--- src/rtl/sgmii_meas_pkg.sv ---
// Shared constants for the SGMII clock-activity measurement sequencer:
// channel count, counter width, enable field position, FSM state codes and
// a slice helper for the packed per-channel 96-bit buses.
package sgmii_meas_pkg;

  localparam int unsigned NUM_CH = 3;
  localparam int unsigned CNT_W  = 32;
  localparam int unsigned EN_LSB = 16;
  localparam int unsigned BUS_W  = NUM_CH * CNT_W;

  typedef logic [2:0] meas_state_t;

  localparam meas_state_t ST_IDLE   = 3'd0;
  localparam meas_state_t ST_SNAP_S = 3'd1;
  localparam meas_state_t ST_GATE   = 3'd2;
  localparam meas_state_t ST_SETTLE = 3'd3;
  localparam meas_state_t ST_SNAP_E = 3'd4;
  localparam meas_state_t ST_DONE   = 3'd5;

  // Channel ch occupies bits [ch*CNT_W +: CNT_W] of every packed bus.
  function automatic logic [CNT_W-1:0] ch_slice(input logic [BUS_W-1:0] bus,
                                                input int unsigned     ch);
    return bus[ch*CNT_W +: CNT_W];
  endfunction

endpackage

--- src/rtl/sgmii_snap_stable.sv ---
// Per-channel snapshot stabiliser. While sample_en is high it samples the
// live count every cycle; two equal consecutive samples mark the channel
// stable and hold that value. If STAB_MAX samples pass without a match the
// timeout flag rises and sampling stops. clear restarts the procedure.
module sgmii_snap_stable
  import sgmii_meas_pkg::*;
#(
  parameter int unsigned STAB_MAX = 64
) (
  input  logic             clk,
  input  logic             rst,
  input  logic             clear,
  input  logic             sample_en,
  input  logic [CNT_W-1:0] cnt,
  output logic [CNT_W-1:0] value,
  output logic             stable,
  output logic             timeout
);

  localparam int unsigned TW = $clog2(STAB_MAX + 2);

  logic [CNT_W-1:0] prev_q;
  logic [CNT_W-1:0] value_q;
  logic             have_prev_q;
  logic             stable_q;
  logic [TW-1:0]    tcnt_q;

  assign timeout = !stable_q && (tcnt_q == TW'(STAB_MAX));
  assign stable  = stable_q;
  assign value   = value_q;

  // Sample/compare sequence; frozen once stable or timed out.
  always_ff @(posedge clk) begin
    if (rst || clear) begin
      prev_q      <= '0;
      value_q     <= '0;
      have_prev_q <= 1'b0;
      stable_q    <= 1'b0;
      tcnt_q      <= '0;
    end else if (sample_en && !stable_q && !timeout) begin
      prev_q      <= cnt;
      have_prev_q <= 1'b1;
      tcnt_q      <= tcnt_q + 1'b1;
      if (have_prev_q && (cnt == prev_q)) begin
        stable_q <= 1'b1;
        value_q  <= cnt;
      end
    end
  end

endmodule

--- src/rtl/sgmii_clk_meas_ctrl.sv ---
// Sequencer for the SGMII clock-activity counters (mdc, gmii_txclk,
// gmii_rxclk). Takes a stable start snapshot, opens a timed enable gate,
// waits for the enables to drain into the counter domains, takes a stable
// end snapshot and reports modulo-2^32 deltas checked against limits.
// Optional build macro SGMII_MEAS_IRQ_EN adds a sticky failure interrupt
// (irq) with its clear input (irq_clr).
module sgmii_clk_meas_ctrl
  import sgmii_meas_pkg::*;
#(
  parameter int unsigned SYNC_CYCLES = 8,
  parameter int unsigned STAB_MAX    = 64
) (
  input  logic              ACLK,
  input  logic              ARESET,
  input  logic              start,
  input  logic              abort,
  input  logic              continuous,
  input  logic [NUM_CH-1:0] ch_mask,
  input  logic [CNT_W-1:0]  gate_cycles,
  input  logic [BUS_W-1:0]  lim_min,
  input  logic [BUS_W-1:0]  lim_max,
  input  logic [CNT_W-1:0]  mdc_cnt,
  input  logic [CNT_W-1:0]  gmii_txclk_cnt,
  input  logic [CNT_W-1:0]  gmii_rxclk_cnt,
  output logic [CNT_W-1:0]  cnt_ctrl,
  output logic              busy,
  output logic              done,
  output logic [BUS_W-1:0]  delta,
  output logic [NUM_CH-1:0] pass,
`ifdef SGMII_MEAS_IRQ_EN
  input  logic              irq_clr,
  output logic              irq,
`endif
  output logic [NUM_CH-1:0] unstable
);

  localparam logic [CNT_W-1:0] SETTLE_LEN = (SYNC_CYCLES == 0) ? CNT_W'(1) : CNT_W'(SYNC_CYCLES);

  meas_state_t       state_q, state_d;
  logic [CNT_W-1:0]  timer_q, timer_d;
  logic [NUM_CH-1:0] mask_q;
  logic [CNT_W-1:0]  gate_q;
  logic [BUS_W-1:0]  lim_min_q, lim_max_q;
  logic [CNT_W-1:0]  start_val_q [NUM_CH];
  logic [NUM_CH-1:0] unst_acc_q;
  logic [BUS_W-1:0]  delta_q, delta_n;
  logic [NUM_CH-1:0] pass_q, pass_n;
  logic [NUM_CH-1:0] unst_q, unst_n;

  logic [CNT_W-1:0]  cnt_arr    [NUM_CH];
  logic [CNT_W-1:0]  snap_value [NUM_CH];
  logic [CNT_W-1:0]  diff       [NUM_CH];
  logic [NUM_CH-1:0] snap_stable, snap_timeout, sample_en;
  logic [NUM_CH-1:0] snap_fail, unst_fin;
  logic              snap_state, snap_clear, all_done, load;

  assign cnt_arr[0] = mdc_cnt;
  assign cnt_arr[1] = gmii_txclk_cnt;
  assign cnt_arr[2] = gmii_rxclk_cnt;

  assign snap_state = (state_q == ST_SNAP_S) || (state_q == ST_SNAP_E);
  assign sample_en  = snap_state ? mask_q : '0;
  // Restart the stabilisers on every entry into a snapshot state.
  assign snap_clear = ((state_d == ST_SNAP_S) || (state_d == ST_SNAP_E)) && (state_d != state_q);
  // Unmasked channels never hold up a snapshot.
  assign all_done   = &(~mask_q | snap_stable | snap_timeout);
  assign snap_fail  = mask_q & ~snap_stable;
  assign unst_fin   = unst_acc_q | snap_fail;
  assign load       = (state_q == ST_IDLE) && start && !abort;

  for (genvar i = 0; i < NUM_CH; i++) begin : g_snap
    sgmii_snap_stable #(
      .STAB_MAX (STAB_MAX)
    ) u_snap (
      .clk       (ACLK),
      .rst       (ARESET),
      .clear     (snap_clear),
      .sample_en (sample_en[i]),
      .cnt       (cnt_arr[i]),
      .value     (snap_value[i]),
      .stable    (snap_stable[i]),
      .timeout   (snap_timeout[i])
    );
  end

  // Next-state and shared timer (gate length, then settle length); abort overrides all.
  always_comb begin
    state_d = state_q;
    timer_d = timer_q;
    case (state_q)
      ST_IDLE: begin
        if (start) state_d = ST_SNAP_S;
      end
      ST_SNAP_S: begin
        if (all_done) begin
          state_d = ST_GATE;
          timer_d = (gate_q == '0) ? CNT_W'(1) : gate_q;
        end
      end
      ST_GATE: begin
        if (timer_q <= CNT_W'(1)) begin
          state_d = ST_SETTLE;
          timer_d = SETTLE_LEN;
        end else begin
          timer_d = timer_q - CNT_W'(1);
        end
      end
      ST_SETTLE: begin
        if (timer_q <= CNT_W'(1)) state_d = ST_SNAP_E;
        else timer_d = timer_q - CNT_W'(1);
      end
      ST_SNAP_E: begin
        if (all_done) state_d = ST_DONE;
      end
      ST_DONE: begin
        state_d = continuous ? ST_SNAP_S : ST_IDLE;
      end
      default: state_d = ST_IDLE;
    endcase
    if (abort) state_d = ST_IDLE;
  end

  // Run results from the end snapshot; channels that never stabilised report zero.
  always_comb begin
    delta_n = '0;
    pass_n  = '0;
    unst_n  = '0;
    for (int i = 0; i < NUM_CH; i++) begin
      diff[i] = snap_value[i] - start_val_q[i];
      if (mask_q[i] && !unst_fin[i]) begin
        delta_n[i*CNT_W +: CNT_W] = diff[i];
        pass_n[i] = (diff[i] >= ch_slice(lim_min_q, i)) && (diff[i] <= ch_slice(lim_max_q, i));
      end
      unst_n[i] = mask_q[i] & unst_fin[i];
    end
  end

  // FSM state, timer and run configuration latched at start.
  always_ff @(posedge ACLK) begin
    if (ARESET) begin
      state_q   <= ST_IDLE;
      timer_q   <= '0;
      mask_q    <= '0;
      gate_q    <= '0;
      lim_min_q <= '0;
      lim_max_q <= '0;
    end else begin
      state_q <= state_d;
      timer_q <= timer_d;
      if (load) begin
        mask_q    <= ch_mask;
        gate_q    <= gate_cycles;
        lim_min_q <= lim_min;
        lim_max_q <= lim_max;
      end
    end
  end

  // Start snapshot capture and per-run unstable accumulation.
  always_ff @(posedge ACLK) begin
    if (ARESET) begin
      unst_acc_q <= '0;
      for (int i = 0; i < NUM_CH; i++) start_val_q[i] <= '0;
    end else if ((state_d == ST_SNAP_S) && (state_q != ST_SNAP_S)) begin
      unst_acc_q <= '0;
    end else if ((state_q == ST_SNAP_S) && (state_d == ST_GATE)) begin
      unst_acc_q <= snap_fail;
      for (int i = 0; i < NUM_CH; i++) start_val_q[i] <= snap_value[i];
    end
  end

  // Published results change only on entry to DONE, so they line up with the done pulse.
  always_ff @(posedge ACLK) begin
    if (ARESET) begin
      delta_q <= '0;
      pass_q  <= '0;
      unst_q  <= '0;
    end else if ((state_q == ST_SNAP_E) && (state_d == ST_DONE)) begin
      delta_q <= delta_n;
      pass_q  <= pass_n;
      unst_q  <= unst_n;
    end
  end

  // Enables are driven only while gating.
  always_comb begin
    cnt_ctrl = '0;
    if (state_q == ST_GATE) cnt_ctrl[EN_LSB +: NUM_CH] = mask_q;
  end

  assign busy     = (state_q != ST_IDLE);
  assign done     = (state_q == ST_DONE);
  assign delta    = delta_q;
  assign pass     = pass_q;
  assign unstable = unst_q;

`ifdef SGMII_MEAS_IRQ_EN
  logic irq_q;

  // Sticky failure flag; a new failure outranks a simultaneous clear.
  always_ff @(posedge ACLK) begin
    if (ARESET) begin
      irq_q <= 1'b0;
    end else if ((state_q == ST_DONE) && (|(mask_q & ~pass_q))) begin
      irq_q <= 1'b1;
    end else if (irq_clr) begin
      irq_q <= 1'b0;
    end
  end

  assign irq = irq_q;
`endif

endmodule

--- config.mk ---
export PLATFORM = sky130hd
export DESIGN_NAME = sgmii_clk_meas_ctrl
export DESIGN_NICKNAME = d
export VERILOG_FILES = /design/src/rtl/sgmii_meas_pkg.sv /design/src/rtl/sgmii_snap_stable.sv /design/src/rtl/sgmii_clk_meas_ctrl.sv
export SDC_FILE = /design/constraint.sdc
export NUM_CORES = 2
export LEC_CHECK = 0
export CAP_MARGIN = 20
export CORE_MARGIN = 1
export CORE_UTILIZATION = 50
export CTS_CLUSTER_SIZE = 40
export DETAILED_ROUTE_END_ITERATION = 6
export PLACE_DENSITY_LB_ADDON = 0.05
export SYNTH_ARGS = -nofsm -noshare
export SYNTH_HDL_FRONTEND = slang
export SYNTH_SLANG_ARGS = --single-unit
--- constraint.sdc ---
create_clock -name ACLK -period 5.35 [get_ports ACLK]
set_clock_uncertainty 0.05 [all_clocks]
set_input_delay 1.07 -clock ACLK [delete_from_list [all_inputs] [get_ports ACLK]]
set_output_delay 1.07 -clock ACLK [all_outputs]
set_load 0.05 [all_outputs]
==> results.cfg <==
[layout]
seq_area_um2 = 14600
antennaDiodeCount = 0
drive_above_1_share = 0.0892
final_area_um2 = 45100
layout_common_cells = nand2_1, dfxtp_1, clkdlybuf4s50_1
final_common_cell = nand2_1
nets = 5315
num-fill-cells = 6708
layout.cells.non_filler = 5722
area_growth_syn_to_layout_pct = 20.2
multi_input_area_um2 = 20500

[power]
p_leak_nw = 18.0
power_density_nw_per_um2 = 278
vdd_drop_max_v = 0.000219

[grt]
grt_pass1_vias = 29100
grt_overflow = 0
antenna_found_initial = 1
track_usage = 0.285
grt_pass1_wl_mm = 169
grt_max_degree = 98

[synthesis]
synth_ff_type = dfxtp_1
synth.distinct_cells = 84
synth_async_sr_flop_share = 0
synth_edf_count = 96
synth-seq-cells = 682
synth_cells = 4328
syn-cell-area_um2 = 37500
syn_avg_cell_area_um2 = 8.66
yosysSeqAreaShare = 0.390
yosys_warnings = 0

[critical_path]
worst_setup_path_start_kind = register
setup.worst_path.end_class = register
crit_chain = inv_1, ha_1, inv_1, fa_1, a21o_1, a221oi_1, a31oi_1, a31oi_2, o41ai_1, a41oi_1, o21ai_0, xor2_1, ha_1, nand4_1, nor2_1, or4b_2, a21oi_1, a21oi_1, o41ai_2
crit_required_ns = 5.82
path_buf_inv = 2
slowest_delay_ns = 0.60
worst_ep_arrival_time_ns = 5.43
cpLargestDelayFamily = compound AO/OA/AOI/OAI gates
crit_slowest_cell = or4b_2
path_max_fanout = 4
critPathKind = register to register

[clock_network]
clk_pin_slew_ns = 0.06
post_cts.repair.setup_buffers = 0
root_buffer = clkbuf_16
clockBufferDepth = 3
cts_sinks = 682
cts_buffers = 78
htreeDepth = 3
worstSkewPairLatency_ns = 0.62
cts_tree = built

[routing]
dr_total_vias = 31000
routed_wl_mm = 111
drc = 0
dr.pass1.iters = 5
vias_per_cell = 5.42
ant_nets = 0
drtIter0Drc = 2137
wl_per_cell_um = 19.4

[floorplanning]
core_area_um2 = 74300
initial_core_util = 0.504
rows = 100
die_area_um2 = 76100
io_pins = 464
chipHeight_um = 276
die_width_um = 276

[timing]
slew_headroom = 0.279
setup_viol = 0
rsz0062_at_grt = no
period_share = 0.927
worst_slew_pin_slew_ns = 1.08
hold_violations = 0
setup_slack_ns = 0.391
fmax_mhz = 202
setup_tns_ns = 0
min_period_ns = 4.96
hold_slack_ns = 0.398
final-max-slew-violation-count = 0

[placement]
postPlaceCellArea_um2 = 42400
gp_congestion = 0.937
dp_cells = 5580
place_ws_ns = 0.384
io_buffers = 434
hpwl_mm = 83.4

[status]
status = finished clean

[min_path]
hp-class = register to register

[job]
maxCapViolCount = 0
==> state kept, by name (all words and copies together) (netlist names) <==
signal and count:
g_snap.u_snap.value 96, lim_max_q 96, start_val_q 96, state_q 3
timer_q 32, g_snap.u_snap.have_prev_q 3, mask_q 3, g_snap.u_snap.tcnt_q 21
pass 3, unstable 3, delta 96, unst_acc_q 3
g_snap.u_snap.stable 3, gate_q 32, g_snap.u_snap.prev_q 96, lim_min_q 96
==> report_power, final <==
| group | leakage [nW] | total (mW) | switching (mW) | internal (mW) |
|---|---|---|---|---|
| Sequential | 5.74 | 5.41 | 0.0805 | 5.33 |
| Combinational | 10.9 | 1.65 | 1.00 | 0.651 |
| Clock | 1.30 | 5.46 | 2.20 | 3.27 |
| Total | 18.0 | 12.5 | 3.28 | 9.24 |
==> worst register-to-register path: stages (launching register included) <==
cell	delay, ns
dfxtp_1	0.32
inv_1	0.05
ha_1	0.16
inv_1	0.06
fa_1	0.40
a21o_1	0.19
a221oi_1	0.46
a31oi_1	0.26
a31oi_2	0.38
o41ai_1	0.19
a41oi_1	0.33
o21ai_0	0.15
xor2_1	0.35
ha_1	0.20
nand4_1	0.08
nor2_1	0.13
or4b_2	0.60
a21oi_1	0.14
a21oi_1	0.10
o41ai_2	0.26
==> what timing repair did <==
action                     4_1_cts  5_1_grt
hold buffers                     0        0
gates resized for setup          0        1
setup endpoints to repair        0        1
==> stage by stage <==
step	power, mW	utilization
floorplan	6.56	-
global placement	7.15	0.571
detailed placement	7.16	0.571
CTS	12.6	0.606
global route	13.0	0.606
finish	12.5	0.606
==> routing by layer <==
metal  vias up  routed length (um)  share of wire  track usage
met5         -                  13        0.00012            0
met4         2                2340          0.021       0.0662
met3       143                4920          0.044       0.0333
met2       759               52400           0.47        0.478
met1     14600               51100           0.46        0.391
li1      15500                   -              -            -
==> final cells by class <==
cell class | count | area share
clock buffers | 124 | 0.0548
clock inverters | 18 | 0.00364
inverters | 326 | 0.0272
multi-input cells | 3118 | 0.456
flip-flops and latches | 682 | 0.324
well taps | 969 | 0.0269
repair buffers | 485 | 0.107
==> cells in the mapped netlist (all sizes together), types with 9 or more instances <==
cell type,number,share of area
nor3,53,0.0078
xor2,139,0.032
mux2i,98,0.026
nor4,43,0.0089
and2,104,0.017
o211ai,14,0.0028
a31oi,9,0.0015
o41ai,11,0.0039
nand2,814,0.081
edfxtp,96,0.077
buf,73,0.018
o21a,23,0.0046
dfxtp,586,0.31
nand2b,18,0.0030
xnor2,62,0.014
a22o,35,0.0082
o21bai,16,0.0032
clkbuf,157,0.016
a21o,105,0.021
o21ai,108,0.015
a21oi,518,0.079
a221oi,11,0.0026
o31ai,18,0.0036
a22oi,33,0.0066
a211oi,22,0.0045
nand4,65,0.011
and3,19,0.0032
nand3,68,0.0091
nor2,269,0.047
inv,326,0.033
ha,293,0.098
or2,13,0.0022
nor2b,26,0.0043
==> path summary, 6_finish.rpt <==
check	startpoint	endpoint	slack, ns	cells past startpoint
worst max-delay path	g_snap[2].u_snap.value[0]$_SDFFE_PP0P_	pass[2]$_SDFFE_PP0P_	0.39	19
worst min-delay path	delta[43]$_SDFFE_PP0P_	delta[43]$_SDFFE_PP0P_	0.40	2
worst max register to register	g_snap[2].u_snap.value[0]$_SDFFE_PP0P_	pass[2]$_SDFFE_PP0P_	0.39	19
worst min register to register	delta[43]$_SDFFE_PP0P_	delta[43]$_SDFFE_PP0P_	0.40	2
==> cells by family (layout without fill, tap and decap cells) <==
kind of cell	count (synthesis)	in the layout	synth area share
AO/OA/AOI/OAI	973	973	0.169
XOR/XNOR	201	201	0.0470
adder cells (fa/ha/maj)	296	296	0.0994
buffers and inverters	556	953	0.0666
flip-flops	682	682	0.390
multiplexers	98	98	0.0262
other	1	29	0.000100
AND/OR/NAND/NOR	1521	1521	0.202
No activity file was read; power rests on OpenSTA's default activity.
